--- config.mk ---
export PLATFORM = sky130hd
export DESIGN_NAME = spi_master_burst
export DESIGN_NICKNAME = d
export VERILOG_FILES = /design/src/rtl/spi_master_burst.sv
export SDC_FILE = /design/constraint.sdc
export NUM_CORES = 1
export LEC_CHECK = 0
export BUFFER_PORTS_ARGS = -buffer_cell sky130_fd_sc_hd__buf_2
export CORE_MARGIN = 10
export CORE_UTILIZATION = 55
export DETAILED_ROUTE_END_ITERATION = 6
export PLACE_DENSITY = 0.79
export SLEW_MARGIN = 20
export SYNTH_ARGS = -nofsm -noshare
export SYNTH_HDL_FRONTEND = slang
export SYNTH_SLANG_ARGS = --single-unit
--- constraint.sdc ---
create_clock -name clk_i -period 4.2 [get_ports clk_i]
set_input_delay 0.84 -clock clk_i [delete_from_list [all_inputs] [get_ports clk_i]]
set_output_delay 0.84 -clock clk_i [all_outputs]
set_load 0.03 [all_outputs]
--- src/rtl/spi_master_burst.sv ---
// Burst SPI master: internal SCK divider, per-burst word count, automatic
// slave select held across the whole burst, valid/ready TX and strobed RX.
//
// state    | meaning
// ---------+------------------------------------------------------------
// IDLE     | waiting for start_i; SCK follows live cpol_i
// SS_SETUP | select asserted, one SCK half-period of setup before data
// LOAD     | tx_ready_o high; waits (SCK idle) for the next TX word
// LEAD     | first half of a bit; leading SCK edge at the end
// TRAIL    | second half of a bit; trailing SCK edge at the end
// SS_HOLD  | select held one half-period after the last edge, then irq
module spi_master_burst #(
  parameter int DATA_W = 8,
  parameter int SS_N   = 4,
  parameter int DIV_W  = 8,
  parameter int LEN_W  = 8,
  // One extra bit so an out-of-range slave index can be requested; such a
  // transfer runs with every select left high.
  parameter int SEL_W  = $clog2(SS_N) + 1
) (
  input  logic              clk_i,
  input  logic              rst_i,
  input  logic              start_i,
  input  logic [SEL_W-1:0]  ss_sel_i,
  input  logic [LEN_W-1:0]  len_i,
  input  logic [DIV_W-1:0]  div_i,
  input  logic              cpol_i,
  input  logic              cpha_i,
  input  logic              dord_i,
  input  logic [DATA_W-1:0] tx_data_i,
  input  logic              tx_valid_i,
  output logic              tx_ready_o,
  output logic [DATA_W-1:0] rx_data_o,
  output logic              rx_valid_o,
  output logic              busy_o,
  output logic              irq_o,
  input  logic              ack_i,
  output logic              sclk_o,
  output logic              mosi_o,
  output logic              mosi_en_o,
  input  logic              miso_i,
  output logic [SS_N-1:0]   ss_n_o
);

  localparam int BC_W = $clog2(DATA_W);

  typedef enum logic [2:0] {
    IDLE, SS_SETUP, LOAD, LEAD, TRAIL, SS_HOLD
  } state_t;

  state_t            state_q, state_d;
  logic [DIV_W-1:0]  div_q, div_d, cnt_q, cnt_d;
  logic [LEN_W-1:0]  len_q, len_d, word_q, word_d;
  logic [BC_W-1:0]   bit_q, bit_d;
  logic              cpol_q, cpol_d, cpha_q, cpha_d, dord_q, dord_d;
  logic [DATA_W-1:0] tx_sh_q, tx_sh_d, rx_sh_q, rx_sh_d, rx_data_q, rx_data_d;
  logic              rx_valid_q, rx_valid_d, mosi_q, mosi_d, sclk_q, sclk_d;
  logic              irq_q, irq_d;
  logic [SS_N-1:0]   ss_n_q, ss_n_d;

  logic              tick, last_bit;
  logic [DATA_W-1:0] rx_shifted, tx_shifted;
  logic              tx_first_bit, tx_cur_bit, tx_next_bit;

  // Divider tick, bit-order aware shift helpers.
  always_comb begin
    tick         = (cnt_q == div_q);
    last_bit     = (bit_q == BC_W'(DATA_W - 1));
    rx_shifted   = dord_q ? {miso_i, rx_sh_q[DATA_W-1:1]} : {rx_sh_q[DATA_W-2:0], miso_i};
    tx_shifted   = dord_q ? {1'b0, tx_sh_q[DATA_W-1:1]} : {tx_sh_q[DATA_W-2:0], 1'b0};
    tx_first_bit = dord_q ? tx_data_i[0] : tx_data_i[DATA_W-1];
    tx_cur_bit   = dord_q ? tx_sh_q[0] : tx_sh_q[DATA_W-1];
    tx_next_bit  = dord_q ? tx_sh_q[1] : tx_sh_q[DATA_W-2];
  end

  // Next-state and datapath updates for the burst sequencer.
  always_comb begin
    state_d    = state_q;
    div_d      = div_q;
    len_d      = len_q;
    word_d     = word_q;
    bit_d      = bit_q;
    cpol_d     = cpol_q;
    cpha_d     = cpha_q;
    dord_d     = dord_q;
    tx_sh_d    = tx_sh_q;
    rx_sh_d    = rx_sh_q;
    rx_data_d  = rx_data_q;
    rx_valid_d = 1'b0;
    mosi_d     = mosi_q;
    sclk_d     = sclk_q;
    ss_n_d     = ss_n_q;
    irq_d      = irq_q & ~ack_i;

    unique case (state_q)
      IDLE: begin
        if (start_i) begin
          div_d   = div_i;
          len_d   = len_i;
          cpol_d  = cpol_i;
          cpha_d  = cpha_i;
          dord_d  = dord_i;
          word_d  = '0;
          mosi_d  = 1'b0;
          sclk_d  = 1'b0;
          ss_n_d  = (int'(ss_sel_i) < SS_N) ? ~(SS_N'(1) << ss_sel_i) : '1;
          state_d = SS_SETUP;
        end
      end
      SS_SETUP: begin
        if (tick) state_d = LOAD;
      end
      LOAD: begin
        if (tx_valid_i) begin
          tx_sh_d = tx_data_i;
          rx_sh_d = '0;
          bit_d   = '0;
          // cpha=0 drives the first bit before the first edge.
          if (!cpha_q) mosi_d = tx_first_bit;
          state_d = LEAD;
        end
      end
      LEAD: begin
        if (tick) begin
          sclk_d = 1'b1;
          if (!cpha_q) begin
            rx_sh_d = rx_shifted;
          end else begin
            mosi_d  = tx_cur_bit;
            tx_sh_d = tx_shifted;
          end
          state_d = TRAIL;
        end
      end
      TRAIL: begin
        if (tick) begin
          sclk_d = 1'b0;
          if (cpha_q) rx_sh_d = rx_shifted;
          if (last_bit) begin
            // For cpha=1 the final sample lands on this very edge.
            rx_data_d  = cpha_q ? rx_shifted : rx_sh_q;
            rx_valid_d = 1'b1;
            if (word_q < len_q) begin
              word_d  = word_q + LEN_W'(1);
              state_d = LOAD;
            end else begin
              state_d = SS_HOLD;
            end
          end else begin
            if (!cpha_q) begin
              mosi_d  = tx_next_bit;
              tx_sh_d = tx_shifted;
            end
            bit_d   = bit_q + BC_W'(1);
            state_d = LEAD;
          end
        end
      end
      SS_HOLD: begin
        if (tick) begin
          ss_n_d  = '1;
          irq_d   = 1'b1;
          mosi_d  = 1'b0;
          state_d = IDLE;
        end
      end
      default: state_d = IDLE;
    endcase

    // The divider restarts on every state entry so each phase is a full T.
    if (state_q == IDLE || state_d != state_q || tick) cnt_d = '0;
    else                                                 cnt_d = cnt_q + DIV_W'(1);
  end

  // State and datapath registers with synchronous reset.
  always_ff @(posedge clk_i) begin
    if (rst_i) begin
      state_q    <= IDLE;
      div_q      <= '0;
      cnt_q      <= '0;
      len_q      <= '0;
      word_q     <= '0;
      bit_q      <= '0;
      cpol_q     <= 1'b0;
      cpha_q     <= 1'b0;
      dord_q     <= 1'b0;
      tx_sh_q    <= '0;
      rx_sh_q    <= '0;
      rx_data_q  <= '0;
      rx_valid_q <= 1'b0;
      mosi_q     <= 1'b0;
      sclk_q     <= 1'b0;
      ss_n_q     <= '1;
      irq_q      <= 1'b0;
    end else begin
      state_q    <= state_d;
      div_q      <= div_d;
      cnt_q      <= cnt_d;
      len_q      <= len_d;
      word_q     <= word_d;
      bit_q      <= bit_d;
      cpol_q     <= cpol_d;
      cpha_q     <= cpha_d;
      dord_q     <= dord_d;
      tx_sh_q    <= tx_sh_d;
      rx_sh_q    <= rx_sh_d;
      rx_data_q  <= rx_data_d;
      rx_valid_q <= rx_valid_d;
      mosi_q     <= mosi_d;
      sclk_q     <= sclk_d;
      ss_n_q     <= ss_n_d;
      irq_q      <= irq_d;
    end
  end

  // Pin-level outputs; SCK polarity follows the live input only while idle.
  always_comb begin
    busy_o     = (state_q != IDLE);
    mosi_en_o  = busy_o;
    tx_ready_o = (state_q == LOAD);
    sclk_o     = sclk_q ^ ((state_q == IDLE) ? cpol_i : cpol_q);
    mosi_o     = mosi_q;
    ss_n_o     = ss_n_q;
    rx_data_o  = rx_data_q;
    rx_valid_o = rx_valid_q;
    irq_o      = irq_q;
  end

endmodule

==> results.json <==
{
  "drtAntennaViolNets": 0,
  "area_growth_syn_to_layout_pct": 11.30,
  "cts_made_buffers": 9,
  "ctsHoldBuffers": 0,
  "overflow": 0,
  "syn-num-nets": 533,
  "ios": 55,
  "crit_fanout": 12,
  "status": "completed",
  "grt_pass1_wl_um": 15750,
  "grt_pass1_vias": 3336,
  "cts.repair.resized": 0,
  "clock-sinks": 73,
  "dr.pass1.iters": 5,
  "die_y_um": 104.3,
  "path_clk_slew_ns": 0.07,
  "placement.cell_area_mm2": 0.004161,
  "vias": 3588,
  "ys_seq_area_share_pct": 37.39,
  "r2r_cells": 5,
  "ys_seq_elements": 73,
  "routabilityCongestion": 0.8970,
  "synth_cells": 486,
  "crit_buf_inv": 1,
  "nets": 566,
  "drv_slew": 0,
  "synth_top_family_by_area": "simple AND/OR/NAND/NOR gates",
  "worstPathCellList": "nor3_1 > mux2i_1 > xnor2_1 > buf_2",
  "clock_path_buffers": 2,
  "io_buffer_count": 54,
  "wl_um": 9615,
  "cp.depth": 4,
  "post-place-ws_ns": 1.641,
  "crit_path_max_incr_delay_ns": 0.52,
  "synth.area.mux_share_pct": 8.547,
  "period_share_pct": 66.02,
  "synth_edf_count": 0,
  "r2r_slack_ns": 1.59,
  "async_reset_ff_share_pct": 0,
  "fin_skew_ns": 0.004918,
  "htree_levels": 3,
  "reg2reg_from": "state_q[2]$_SDFF_PP0_",
  "cts_tree": "yes",
  "viasPerCell": 5.787,
  "arrival_ns": 1.93,
  "p_leak_uw": 0.001662,
  "final.setup.worst_slack_ns": 1.427,
  "synthSimpleGateAreaFrac_pct": 23.30,
  "yosysWarningCount": 0,
  "final_area_mm2": 0.004350,
  "hp-start": "len_q[7]$_SDFFE_PP0P_",
  "tightest_slew_ns": 1.050,
  "fp.dieArea_mm2": 0.01088,
  "start_util_pct": 56.90,
  "antenna_found_initial": 0,
  "fp.coreArea_mm2": 0.006869,
  "cts_setup_buffers": 0,
  "die_x_um": 104.3,
  "rows": 30,
  "synth_compound_gate_area_share_pct": 18.31,
  "synth_adder_area_share_pct": 3.521,
  "hold_class": "reg2reg",
  "hold-path-cell-count": 2,
  "grtUsageTotal_pct": 16.84,
  "rsz0062_at_grt": "no",
  "netlist_area_mm2": 0.003909,
  "powerDensity_mw_per_mm2": 509.5,
  "crit_required_ns": 3.36,
  "syn_avg_cell_area_um2": 8.043,
  "power_uw": 2217,
  "hold_end": "len_q[7]$_SDFFE_PP0P_",
  "worst-setup-path-type": "reg2out",
  "post_drt_wl_per_cell_um": 15.51,
  "antennaDiodeCount": 0,
  "fin_tns_setup_ns": 0,
  "first_iter_violations": 267,
  "synth.distinct_cells": 51,
  "end_kind": "primary output",
  "finalCriticalPeriod_ns": 2.773,
  "drc": 0,
  "cts_root_buf": "clkbuf_8",
  "max-slew-margin-rel_pct": 29.84,
  "synth_xor_area_share_pct": 3.585,
  "max_freq_ghz": 0.3606,
  "dpl.hpwl_um": 6835,
  "r2r_end": "word_q[3]$_SDFFE_PP0P_",
  "finalSetupViolCount": 0,
  "grt_max_degree": 49,
  "hold_viol": 0,
  "synthFlopType": "dfxtp_1",
  "drv_cap": 0,
  "crit_family": "simple AND/OR/NAND/NOR gates",
  "start_kind": "flop",
  "ir_drop_uv": 229.0,
  "clk_latency_ns": 0.35,
  "drive_gt1_share_pct": 14.69,
  "crit_slowest_cell": "nor3_1",
  "whs_ns": 0.4617
}
==> tightest hold or removal path: stages, from the launching register on <==
cell	delay (ns)
dfxtp_1	0.31
nand2_1	0.05
a21oi_1	0.05
==> how the worst max path moves through the flow <==
| stage | to | startpoint |
|---|---|---|
| 2_1_floorplan | sclk_o | cpol_i |
| 3_3_place_gp | word_q[5]$_SDFFE_PP0P_ | state_q[2]$_SDFF_PP0_ |
| 3_5_place_dp | word_q[3]$_SDFFE_PP0P_ | state_q[2]$_SDFF_PP0_ |
| 4_1_cts | sclk_o | state_q[1]$_SDFF_PP0_ |
| 5_1_grt | sclk_o | state_q[0]$_SDFF_PP0_ |
| 6_report | sclk_o | state_q[1]$_SDFF_PP0_ |
==> synth_stat cells, types with 2 or more instances <==
library cell,instances,area [um2]
xor2_1,3,26.28
dfxtp_1,73,1461
nor4_1,9,56.30
or4_1,5,37.54
mux2i_1,30,300.3
nand3_1,11,55.05
a21oi_1,56,280.3
nor2_1,49,183.9
a31oi_1,3,18.77
nor3b_1,3,22.52
a21o_1,11,82.58
clkbuf_1,25,93.84
xnor2_1,13,113.9
and4_1,2,17.52
o31ai_1,6,45.04
nand2_1,51,191.4
a211o_1,6,52.55
nand3b_1,3,22.52
buf_2,3,15.01
inv_1,15,56.30
nand4_1,7,43.79
o21ai_0,12,60.06
and2_1,2,12.51
nand2b_1,10,62.56
mux2_2,3,33.78
nor2b_1,3,18.77
and3_1,4,25.02
ha_1,11,137.6
or2_2,2,12.51
nor3_1,20,100.1
o21a_1,2,15.01
buf_1,3,11.26
o22ai_1,9,56.30
or3_1,4,25.02
==> stage by stage <==
stage,instances,utilization [%]
global placement,604,60.58
finish,620,63.33
CTS,620,63.33
floorplan,486,-
global route,620,63.33
detailed placement,604,60.58
==> registers in the layout (all words and copies together), names as in the netlist, 3 cells and up <==
name,flops
word_q,8
bit_q,3
rx_data_o,8
ss_n_o,4
cnt_q,8
div_q,8
len_q,8
state_q,3
rx_sh_q,8
tx_sh_q,8
==> final cells by class <==
cell class	count	area, um2
Clock buffer	13	148.9
Clock inverter	3	40.04
Fill cell	615	2519
Inverter	15	56.30
Multi-Input combinational cell	364	2238
Sequential cell	73	1461
Tap cell	96	120.1
Timing Repair Buffer	56	285.3
==> cells in the final DEF (no fill, tap or decap), drive strengths merged, types with 4 or more instances in the layout <==
cell,Yosys,routed
nand2b,10,10
nor3,20,20
o22ai,9,9
inv,15,15
nand2,51,51
mux2i,30,30
or4,5,5
a21oi,56,56
o31ai,6,6
buf,8,56
xnor2,13,13
a211o,6,6
nand4,7,7
a21o,11,11
and3,4,4
or3,4,4
nand3,11,11
nor2,49,49
o21ai,12,12
nor4,9,9
clkbuf,26,13
ha,11,11
dfxtp,73,73
==> kinds of logic (layout without fill, tap and decap cells) <==
kind of cell    Yosys count  count (layout)
xor+xnor                 16              16
mux                      33              33
flops                    73              73
fa+ha+maj                11              11
compound gates          116             116
buf+inv                  49              87
simple gates            188             188
==> report_power, final <==
part           internal (uW)  switching [uW]  total [uW]
sequential               771             111         882
clock                    290             256         545
combinational            286             504         790
==> per-layer routing <==
layer	wire length [um]	vias up	share of wire, %	global-route usage (%)
met1	4213	1653	44	20.66
met4	129	0	1.3	6.064
met2	4689	111	49	28.11
li1	-	1807	-	-
met5	0	-	0	0
met3	583	17	6.1	3.656
Power figures use the tool's default switching activity.
